$ cat src/rtl/mux8_rr_arbiter_if.sv
// Request/data/grant bundle between the eight requesters and the shared 8:1 bit mux arbiter.
// The master side raises req and drives I. The slave side is the arbiter, which returns gnt, s, busy and y.
interface mux8_rr_arbiter_if;
  logic [7:0] req;
  logic [7:0] I;
  logic [7:0] gnt;
  logic [2:0] s;
  logic       busy;
  logic       y;

  modport master (
    output req,
    output I,
    input  gnt,
    input  s,
    input  busy,
    input  y
  );

  modport slave (
    input  req,
    input  I,
    output gnt,
    output s,
    output busy,
    output y
  );
endinterface

$ cat src/rtl/mux8_rr_arbiter.sv
// Round-robin arbiter that shares one 8:1 bit mux among eight requesters.
// A grant is bounded to MAX_HOLD cycles, and a release hands over to the next requester on the same edge.
//
//   state | meaning
//   ------+------------------------------------------------------------
//   IDLE  | no grant active; gnt=0, busy=0, s keeps the last grantee
//   GRANT | requester s owns the mux; hold_q counts cycles of this grant
module mux8_rr_arbiter #(
  parameter int MAX_HOLD = 4
) (
  input  logic               clk,
  input  logic               rst,
  mux8_rr_arbiter_if.slave   bus
);

  typedef enum logic {
    IDLE  = 1'b0,
    GRANT = 1'b1
  } state_t;

  localparam logic [3:0] HOLD_LAST = 4'(MAX_HOLD - 1);

  state_t      state_q, state_d;
  logic [2:0]  ptr_q, ptr_d;
  logic [2:0]  s_q, s_d;
  logic [3:0]  hold_q, hold_d;
  logic [7:0]  gnt_q, gnt_d;
  logic        busy_q, busy_d;

  logic        any_req;
  logic        release_grant;
  logic [2:0]  next_base;
  logic [2:0]  pick_idx;

  // First set bit of v scanning upward from p with wrap. Scanning from the far end
  // lets the nearest hit overwrite the others.
  function automatic logic [2:0] pick(input logic [7:0] v, input logic [2:0] p);
    logic [2:0] res;
    logic [2:0] idx;
    res = p;
    for (int k = 7; k >= 0; k--) begin
      idx = p + 3'(k);
      if (v[idx]) res = idx;
    end
    return res;
  endfunction

  always_ff @(posedge clk) begin
    if (rst) begin
      state_q <= IDLE;
      ptr_q   <= 3'd0;
      s_q     <= 3'd0;
      hold_q  <= 4'd0;
      gnt_q   <= 8'd0;
      busy_q  <= 1'b0;
    end else begin
      state_q <= state_d;
      ptr_q   <= ptr_d;
      s_q     <= s_d;
      hold_q  <= hold_d;
      gnt_q   <= gnt_d;
      busy_q  <= busy_d;
    end
  end

  always_comb begin
    any_req       = |bus.req;
    release_grant = !bus.req[s_q] || (hold_q == HOLD_LAST);
    // On a release the scan starts just past the outgoing grantee, so a sole requester wraps back to itself.
    next_base     = (state_q == GRANT) ? s_q + 3'd1 : ptr_q;
    pick_idx      = pick(bus.req, next_base);
    state_d       = state_q;
    case (state_q)
      IDLE:    if (any_req) state_d = GRANT;
      GRANT:   if (release_grant && !any_req) state_d = IDLE;
      default: state_d = IDLE;
    endcase
  end

  always_comb begin
    ptr_d  = ptr_q;
    s_d    = s_q;
    hold_d = hold_q;
    gnt_d  = gnt_q;
    busy_d = busy_q;
    case (state_q)
      IDLE: begin
        if (any_req) begin
          s_d    = pick_idx;
          gnt_d  = 8'b1 << pick_idx;
          busy_d = 1'b1;
          hold_d = 4'd0;
        end
      end
      GRANT: begin
        if (!release_grant) begin
          hold_d = hold_q + 4'd1;
        end else begin
          ptr_d = s_q + 3'd1;
          if (any_req) begin
            s_d    = pick_idx;
            gnt_d  = 8'b1 << pick_idx;
            busy_d = 1'b1;
            hold_d = 4'd0;
          end else begin
            gnt_d  = 8'd0;
            busy_d = 1'b0;
            hold_d = 4'd0;
          end
        end
      end
      default: begin
        gnt_d  = 8'd0;
        busy_d = 1'b0;
        hold_d = 4'd0;
      end
    endcase
  end

  assign bus.gnt  = gnt_q;
  assign bus.s    = s_q;
  assign bus.busy = busy_q;
  assign bus.y    = busy_q ? bus.I[s_q] : 1'b0;

endmodule

$ cat src/flat_wrapper.sv
// flat-port wrapper written by rule: the top's interface ports become plain ports
module mux8_rr_arbiter_flat 
#(
  parameter int MAX_HOLD = 4
)
  (clk, rst, bus_req, bus_I, bus_gnt, bus_s, bus_busy, bus_y);
  mux8_rr_arbiter_if bus_i ();
  input  logic clk;
  input  logic rst;
  input wire logic [$bits(bus_i.req)-1:0] bus_req;
  input wire logic [$bits(bus_i.I)-1:0] bus_I;
  output wire logic [$bits(bus_i.gnt)-1:0] bus_gnt;
  output wire logic [$bits(bus_i.s)-1:0] bus_s;
  output wire logic [$bits(bus_i.busy)-1:0] bus_busy;
  output wire logic [$bits(bus_i.y)-1:0] bus_y;
  assign bus_i.req = bus_req;
  assign bus_i.I = bus_I;
  assign bus_gnt = bus_i.gnt;
  assign bus_s = bus_i.s;
  assign bus_busy = bus_i.busy;
  assign bus_y = bus_i.y;
  mux8_rr_arbiter #(.MAX_HOLD(MAX_HOLD)) u_core (.clk(clk), .rst(rst), .bus(bus_i));
endmodule
$ cat config.mk
export PLATFORM = sky130hd
export DESIGN_NAME = mux8_rr_arbiter_flat
export DESIGN_NICKNAME = d
export VERILOG_FILES = /design/src/rtl/mux8_rr_arbiter_if.sv /design/src/rtl/mux8_rr_arbiter.sv /design/src/flat_wrapper.sv
export SDC_FILE = /design/constraint.sdc
export NUM_CORES = 1
export LEC_CHECK = 0
export BUFFER_PORTS_ARGS = -buffer_cell sky130_fd_sc_hd__buf_4
export CORE_ASPECT_RATIO = 1.5
export CORE_MARGIN = 2
export CORE_UTILIZATION = 50
export DETAILED_ROUTE_END_ITERATION = 10
export GPL_TIMING_DRIVEN = 0
export PLACE_DENSITY_LB_ADDON = 0.15
export SLEW_MARGIN = 20
export SYNTH_ARGS = -nofsm -noshare
export SYNTH_HDL_FRONTEND = slang
export SYNTH_SLANG_ARGS = --single-unit
$ cat constraint.sdc
create_clock -name clk -period 3.4 [get_ports clk]
set_input_delay 0 -clock clk [delete_from_list [all_inputs] [get_ports clk]]
set_output_delay 0 -clock clk [all_outputs]
set_load 0.02 [all_outputs]
# [Yosys cells after proc, flatten, opt, wreduce, memory -nomap -nowiden]
# Index checks and enable logic that the tools add are counted.
[word_totals] reg_bits=20 latchBits=0 ramBits=0 romBits=0 input_bits=18 out_inout_bits=13 word_cells=82 memories=0
[classes] add_sub_neg=9 mul=0 n_div=0 order_cmp=9 eq_ne=3 shift=1 mux=46 bitwise_logic=1 reduce_logical=7
[op_table] operator="$lt A3 B4 Y1 const B" n=9
[op_table] operator="$mux W3" n=11
[op_table] operator="$bmux W1 S3" n=10
[op_table] operator="$mux W8" n=3
[op_table] operator="$pmux W8 S2" n=1
[op_table] operator="$mux W1" n=15
[op_table] operator="$add A3 B3 Y3 const B" n=4
[op_table] operator="$mux W4" n=2
[op_table] operator="$pmux W4 S2" n=1
[op_table] operator="$reduce_or A8 Y1" n=1
[op_table] operator="$shl A1 B3 Y8 const A" n=1
[op_table] operator="$add A3 B1 Y3 const B" n=2
[op_table] operator="$add A3 B2 Y3 const B" n=2
[op_table] operator="$pmux W3 S2" n=1
[op_table] operator="$add A4 B1 Y4 const B" n=1
[op_table] operator="$eq A4 B2 Y1 const B" n=1
[op_table] operator="$pmux W1 S2" n=2
[op_table] operator="$reduce_and A2 Y1" n=2
[op_table] operator="$logic_not A1 Y1" n=2
[op_table] operator="$ne A2 B1 Y1 const B" n=1
[op_table] operator="$ne A2 B2 Y1 const B" n=1
[op_table] operator="$logic_and A1 B1 Y1" n=1
[op_table] operator="$logic_or A1 B1 Y1" n=1
[op_table] operator="$not A1 Y1" n=1

# [Logic depth before layout (Yosys ltp)]
[logic_depth] ltp_word=17 ltp_mapped=14 mapped_depth_nobuf=13

# [Least setup slack after synthesis]
# OpenSTA, ideal clock, no wires.
[synth_timing] path_type="reg-to-reg" start="reg u_core.s_q[1], in the netlist u_core.bus.s[1]" end="reg u_core.gnt_q[7], in the netlist u_core.bus.gnt[7]" setup_time_ns=0.087 arrival_time_ns=3.278 required_time_ns=3.313 setup_slack_ns=0.035 stages_incl_launch_ff=15 path_buffers=1 period_less_slack_ns=3.365 path_cell_list="dfxtp_1 > ha_1 > mux2_2 > inv_1 > buf_6 > ha_1 > inv_1 > a211o_1 > nand2_4 > mux2i_1 > nand2_1 > a32oi_1 > a41oi_4 > xnor2_2 > o31ai_1"
[synth_between] elab_chain_cells=17 elab_cells_between_ends=44 cone_classes="add/sub (8); eq/ne (1); shift (1); mux (31); reduce/logical (3)"
[synth_lines] item="start, declared" line_no="mux8_rr_arbiter.sv:25" rtl="logic [2:0] s_q, s_d;"
[synth_lines] item="start signal, assigned" line_no="mux8_rr_arbiter.sv:52" rtl="s_q <= 3'd0;"
[synth_lines] item="start signal, assigned" line_no="mux8_rr_arbiter.sv:59" rtl="s_q <= s_d;"
[synth_lines] item="$add A3 B1 Y3" line_no="mux8_rr_arbiter.sv:70" rtl="next_base = (state_q == GRANT) ? s_q + 3'd1 : ptr_q;"
[synth_lines] item="$mux W3" line_no="mux8_rr_arbiter.sv:70"
[synth_lines] item="$add A3 B3 Y3" line_no="mux8_rr_arbiter.sv:42" rtl="idx = p + 3'(k);"
[synth_lines] item="$bmux W1 S3" line_no="mux8_rr_arbiter.sv:43" rtl="if (v[idx]) res = idx;"
[synth_lines] item="$mux W1 (implied by the code)" line_no="mux8_rr_arbiter.sv:43"
[synth_lines] item="$mux W3 (8 in series)" line_no="mux8_rr_arbiter.sv:43"
[synth_lines] item="$shl A1 B3 Y8" line_no="mux8_rr_arbiter.sv:90, mux8_rr_arbiter.sv:102"
[synth_lines] item="$mux W8" line_no="mux8_rr_arbiter.sv:100" rtl="if (any_req) begin"
[synth_lines] item="$mux W8" line_no="mux8_rr_arbiter.sv:96" rtl="if (!release_grant) begin"
[synth_lines] item="$pmux W8 S2" line_no="mux8_rr_arbiter.sv:86" rtl="case (state_q)"
[synth_lines] item="end signal, assigned" line_no="mux8_rr_arbiter.sv:61" rtl="gnt_q <= gnt_d;"
[synth_lines] item="end, declared" line_no="mux8_rr_arbiter.sv:27" rtl="logic [7:0] gnt_q, gnt_d;"
# Parallel ways exist; a longest one is shown, timed or not. The select of a mux whose other input is x is not followed.
# A chain may end at the register's enable or synchronous reset.

# [Worst setup path after layout]
[layout_timing] start="reg u_core.s_q[1], in the netlist u_core.bus.s[1]" end="reg u_core.gnt_q[6], in the netlist u_core.bus.gnt[6]"
# Same word-level chain as after synthesis.

==> impl_metrics.csv <==
group,metric,value,unit
sta,final_max_slew_viol_count,0,
sta,fin_ws,0.1374,ns
routing,drt-initial-drc-count,91,
routing,drt-total-wl,5796,µm
yosys,yosys.area_share.simple,23.50,%
yosys,synth_cell_type_count,75,
sta,post-route-period-util,95.96,%
critical_path,rr_endpoint,"u_core.bus.gnt[6]",
yosys,synth_mux_area_share,19.95,%
global_route,grt_max_degree,11,
sta,fin_crit,3.263,ns
placed_design,dpl_worst_slack,-0.4191,ns
routing,drc_errors,0,
clock_network,ctsHtreeMaxLevel,1,
final_layout,fin_nets,307,
global_route,grt_pass1_wl,9687,µm
placed_design,dp_hpwl,4510,µm
placed_design,place_congestion,0.9283,
clock_network,clockRootBuffer,"clkbuf_8",
global_route,grt_remaining_overflow,0,
global_route,grtUsageTotal,25.03,%
sta,relSlewSlack,53.42,%
yosys,yosysWarnings,0,
clock_network,cts_sinks,20,
routing,dr_total_vias,2055,
sta,worst_slew_pin_slew,0.6792,ns
routing,vias_per_cell,6.246,
routing,first_pass_iters,4,
routing,wl_per_cell,17.62,µm
power,p_per_area,996.7,mW/mm²
critical_path,path_class,"flip-flop to flip-flop",
critical_path,end_kind,"flip-flop",
clock_network,clockBufferDepth,2,
power,p_leak,1.033,nW
run,cap_violations,0,
yosys,syn_inst,244,
critical_path,cp.required,3.56,ns
sta,finalSetupViolCount,0,
floorplan,die_w,57.55,µm
critical_path,ff2ff_path_depth,14,
final_layout,drive_gt1_share,36.40,%
sta,clock.fmax,306.5,MHz
yosys,netlist_top_cells_area,"dfxtp_1 (19%), mux4_2 (8.4%), mux2i_1 (7.4%), nor2_1 (5.2%), nand2_1 (3.7%)",
outcome,status,"completed",
clock_network,path_clk_slew,0.07,ns
yosys,synth_compound_area_share,25.95,%
clock_network,tritoncts,"built",
yosys,synth.largest_area_cell,"dfxtp_1",
floorplan,dieArea,0.004853,mm²
floorplan,ios,31,
hold_path,hold_depth,4,
yosys,synth_ff_type,"dfxtp_1",
hold_path,hold_path.class,"input pin to flip-flop",
yosys,yosysTopAreaCellShare,18.62,%
clock_network,insertion_delay,0.25,ns
critical_path,cp.arrival,3.43,ns
power,power.total,2.590,mW
hold_path,hp-start,"bus_req[7]",
routing,postRouteAntennaNets,0,
placed_design,io_buffers,30,
yosys,synth_top_family_by_area,"compound AO/OA/AOI/OAI gates",
yosys,synth-async-reset-ratio,0,%
sta,finalSetupTns,0,ns
power,vdd_drop_max,664.0,µV
yosys,syn_nets,266,
yosys,ys_seq_area_share,18.62,%
hold_path,whs_endpoint,"u_core.state_q",
floorplan,core_area,0.004173,mm²
sta,fin_skew,0.004765,ns
critical_path,ff2ff_setup_slack,0.14,ns
global_route,antenna_found_initial,0,
yosys,ys_ff_latch,20,
yosys,syn_area,0.002151,mm²
floorplan,num_rows,29,
critical_path,worstReg2RegStart,"u_core.bus.s[1]",
critical_path,critPathMaxFanout,10,
yosys,synth_edf_count,0,
final_layout,antenna_cells,0,
final_layout,area_growth_syn_to_layout,20.83,%
sta,finalHoldViolations,0,
clock_network,cts_buffers,3,
critical_path,crit_path_start,"u_core.bus.s[1]",
critical_path,worstSetupStartpointType,"flip-flop",
global_route,grt_pass1_vias,2045,
floorplan,die_h,84.33,µm
yosys,synth_fa_ha_area_share,2.327,%
yosys,synth_xor_area_share,4.247,%
yosys,avgSynthCellArea,8.815,µm²
floorplan,start_util,51.54,%
sta,rsz0062_at_grt,"false",
worst max-delay path: stages (launching register included):
cell	delay, ns
dfxtp_4	0.41
ha_4	0.22
mux2_4	0.29
inv_2	0.11
buf_8	0.15
ha_4	0.17
inv_1	0.08
a211o_1	0.28
nand2_4	0.12
mux2i_2	0.24
nand2_1	0.12
a32oi_2	0.30
a41oi_4	0.21
xnor2_2	0.22
o31ai_1	0.26
final cells by class:
cell class / instances / area [µm²]
multi-input combinational: 208 / 1700
clock buffer: 3 / 41.29
fill: 366 / 1574
tap: 46 / 57.56
inverter: 5 / 26.28
buffer: 11 / 93.84
sequential: 20 / 406.6
timing repair buffer: 36 / 272.8
through the flow:
| step | hold WS, ns | instance area (µm²) | instances | util [%] |
|---|---|---|---|---|
| after global routing | 0.2763 | 2599 | 329 | 62.28 |
| after global placement | 0.2114 | 2434 | 320 | 58.32 |
| after CTS | 0.2113 | 2570 | 329 | 61.59 |
| after floorplan | 0.07161 | 2151 | 244 | - |
| final | 0.2348 | 2599 | 329 | 62.28 |
| after detailed placement | 0.2078 | 2434 | 320 | 58.32 |
state kept, by name, indices dropped and copies added, names as in the netlist:
signal,count
u_core.bus.s,3
u_core.bus.gnt,8
u_core.bus.busy,1
u_core.state_q,1
u_core.hold_q,4
u_core.ptr_q,3
power by group:
| group | internal (mW) | leakage (nW) | total [mW] | switching [mW] |
|---|---|---|---|---|
| combinational | 0.930 | 0.847 | 2.09 | 1.16 |
| sequential | 0.299 | 0.164 | 0.352 | 0.0530 |
| clock | 0.0788 | 0.0216 | 0.150 | 0.0716 |
repair_timing:
| action | in CTS | in global routing |
|---|---|---|
| gates resized for setup | 10 | 6 |
| pin swaps | 7 | 7 |
| hold buffers | 1 | 0 |
| buffers inserted | 5 | 0 |
| endpoints found under the hold margin | 2 | 0 |
| setup endpoints to repair | 10 | 10 |
cell usage in the layout, fill, tap and decap left out, types with 3 or more instances in the layout:
| cell type | count |
|---|---|
| buf_4 | 36 |
| dfxtp_1 | 17 |
| nand3_1 | 14 |
| nor2b_1 | 4 |
| clkbuf_8 | 4 |
| mux4_2 | 8 |
| a211oi_1 | 3 |
| buf_2 | 3 |
| and2_2 | 3 |
| buf_6 | 3 |
| o21ai_0 | 9 |
| and2_1 | 5 |
| a21oi_1 | 13 |
| o31ai_1 | 6 |
| mux2i_1 | 15 |
| nand2_1 | 21 |
| o21ai_1 | 3 |
| nor2_1 | 30 |
routing by layer:
layer	share of wire (%)	wire [µm]	vias up	GRT usage (%)
li1	-	-	1000	-
met1	41	2353	958	29.82
met2	51	2973	76	43.18
met3	3.8	219	21	1.695
met4	4.3	249	0	14.16
met5	0	0	-	0
worst max-delay path by stage:
stage                        endpoint  slack [ns]  cells after the start
finish              u_core.bus.gnt[6]        0.14                     14
global route        u_core.bus.gnt[6]        0.03                     14
CTS                 u_core.bus.gnt[1]        0.01                     14
detailed placement  u_core.bus.gnt[3]       -0.42                     14
global placement    u_core.bus.gnt[1]       -0.33                     14
floorplan           u_core.bus.gnt[7]        0.04                     14
synth_stat cells, types with 3 or more instances:
| cell type | number |
|---|---|
| and2_2 | 3 |
| nor2b_1 | 4 |
| o21ai_0 | 9 |
| xnor2_2 | 3 |
| nand3_1 | 14 |
| o21ai_1 | 3 |
| mux2_2 | 3 |
| inv_1 | 3 |
| dfxtp_1 | 20 |
| buf_6 | 4 |
| a21oi_1 | 13 |
| mux2i_1 | 16 |
| and2_1 | 5 |
| mux4_2 | 8 |
| a211oi_1 | 4 |
| nor2_1 | 30 |
| buf_2 | 3 |
| o31ai_1 | 8 |
| ha_1 | 4 |
| nand2_1 | 21 |
kinds of logic (layout without fill, tap and decap cells):
logic type               Yosys count  count (layout)
AND/OR/NAND/NOR                   98              98
AO/OA/AOI/OAI                     69              69
multiplexers                      30              30
flip-flops                        20              20
buffers and inverters             16              55
XOR/XNOR                           7               7
adder cells (fa/ha/maj)            4               4
Note: power is estimated with default switching activity, not from simulation.
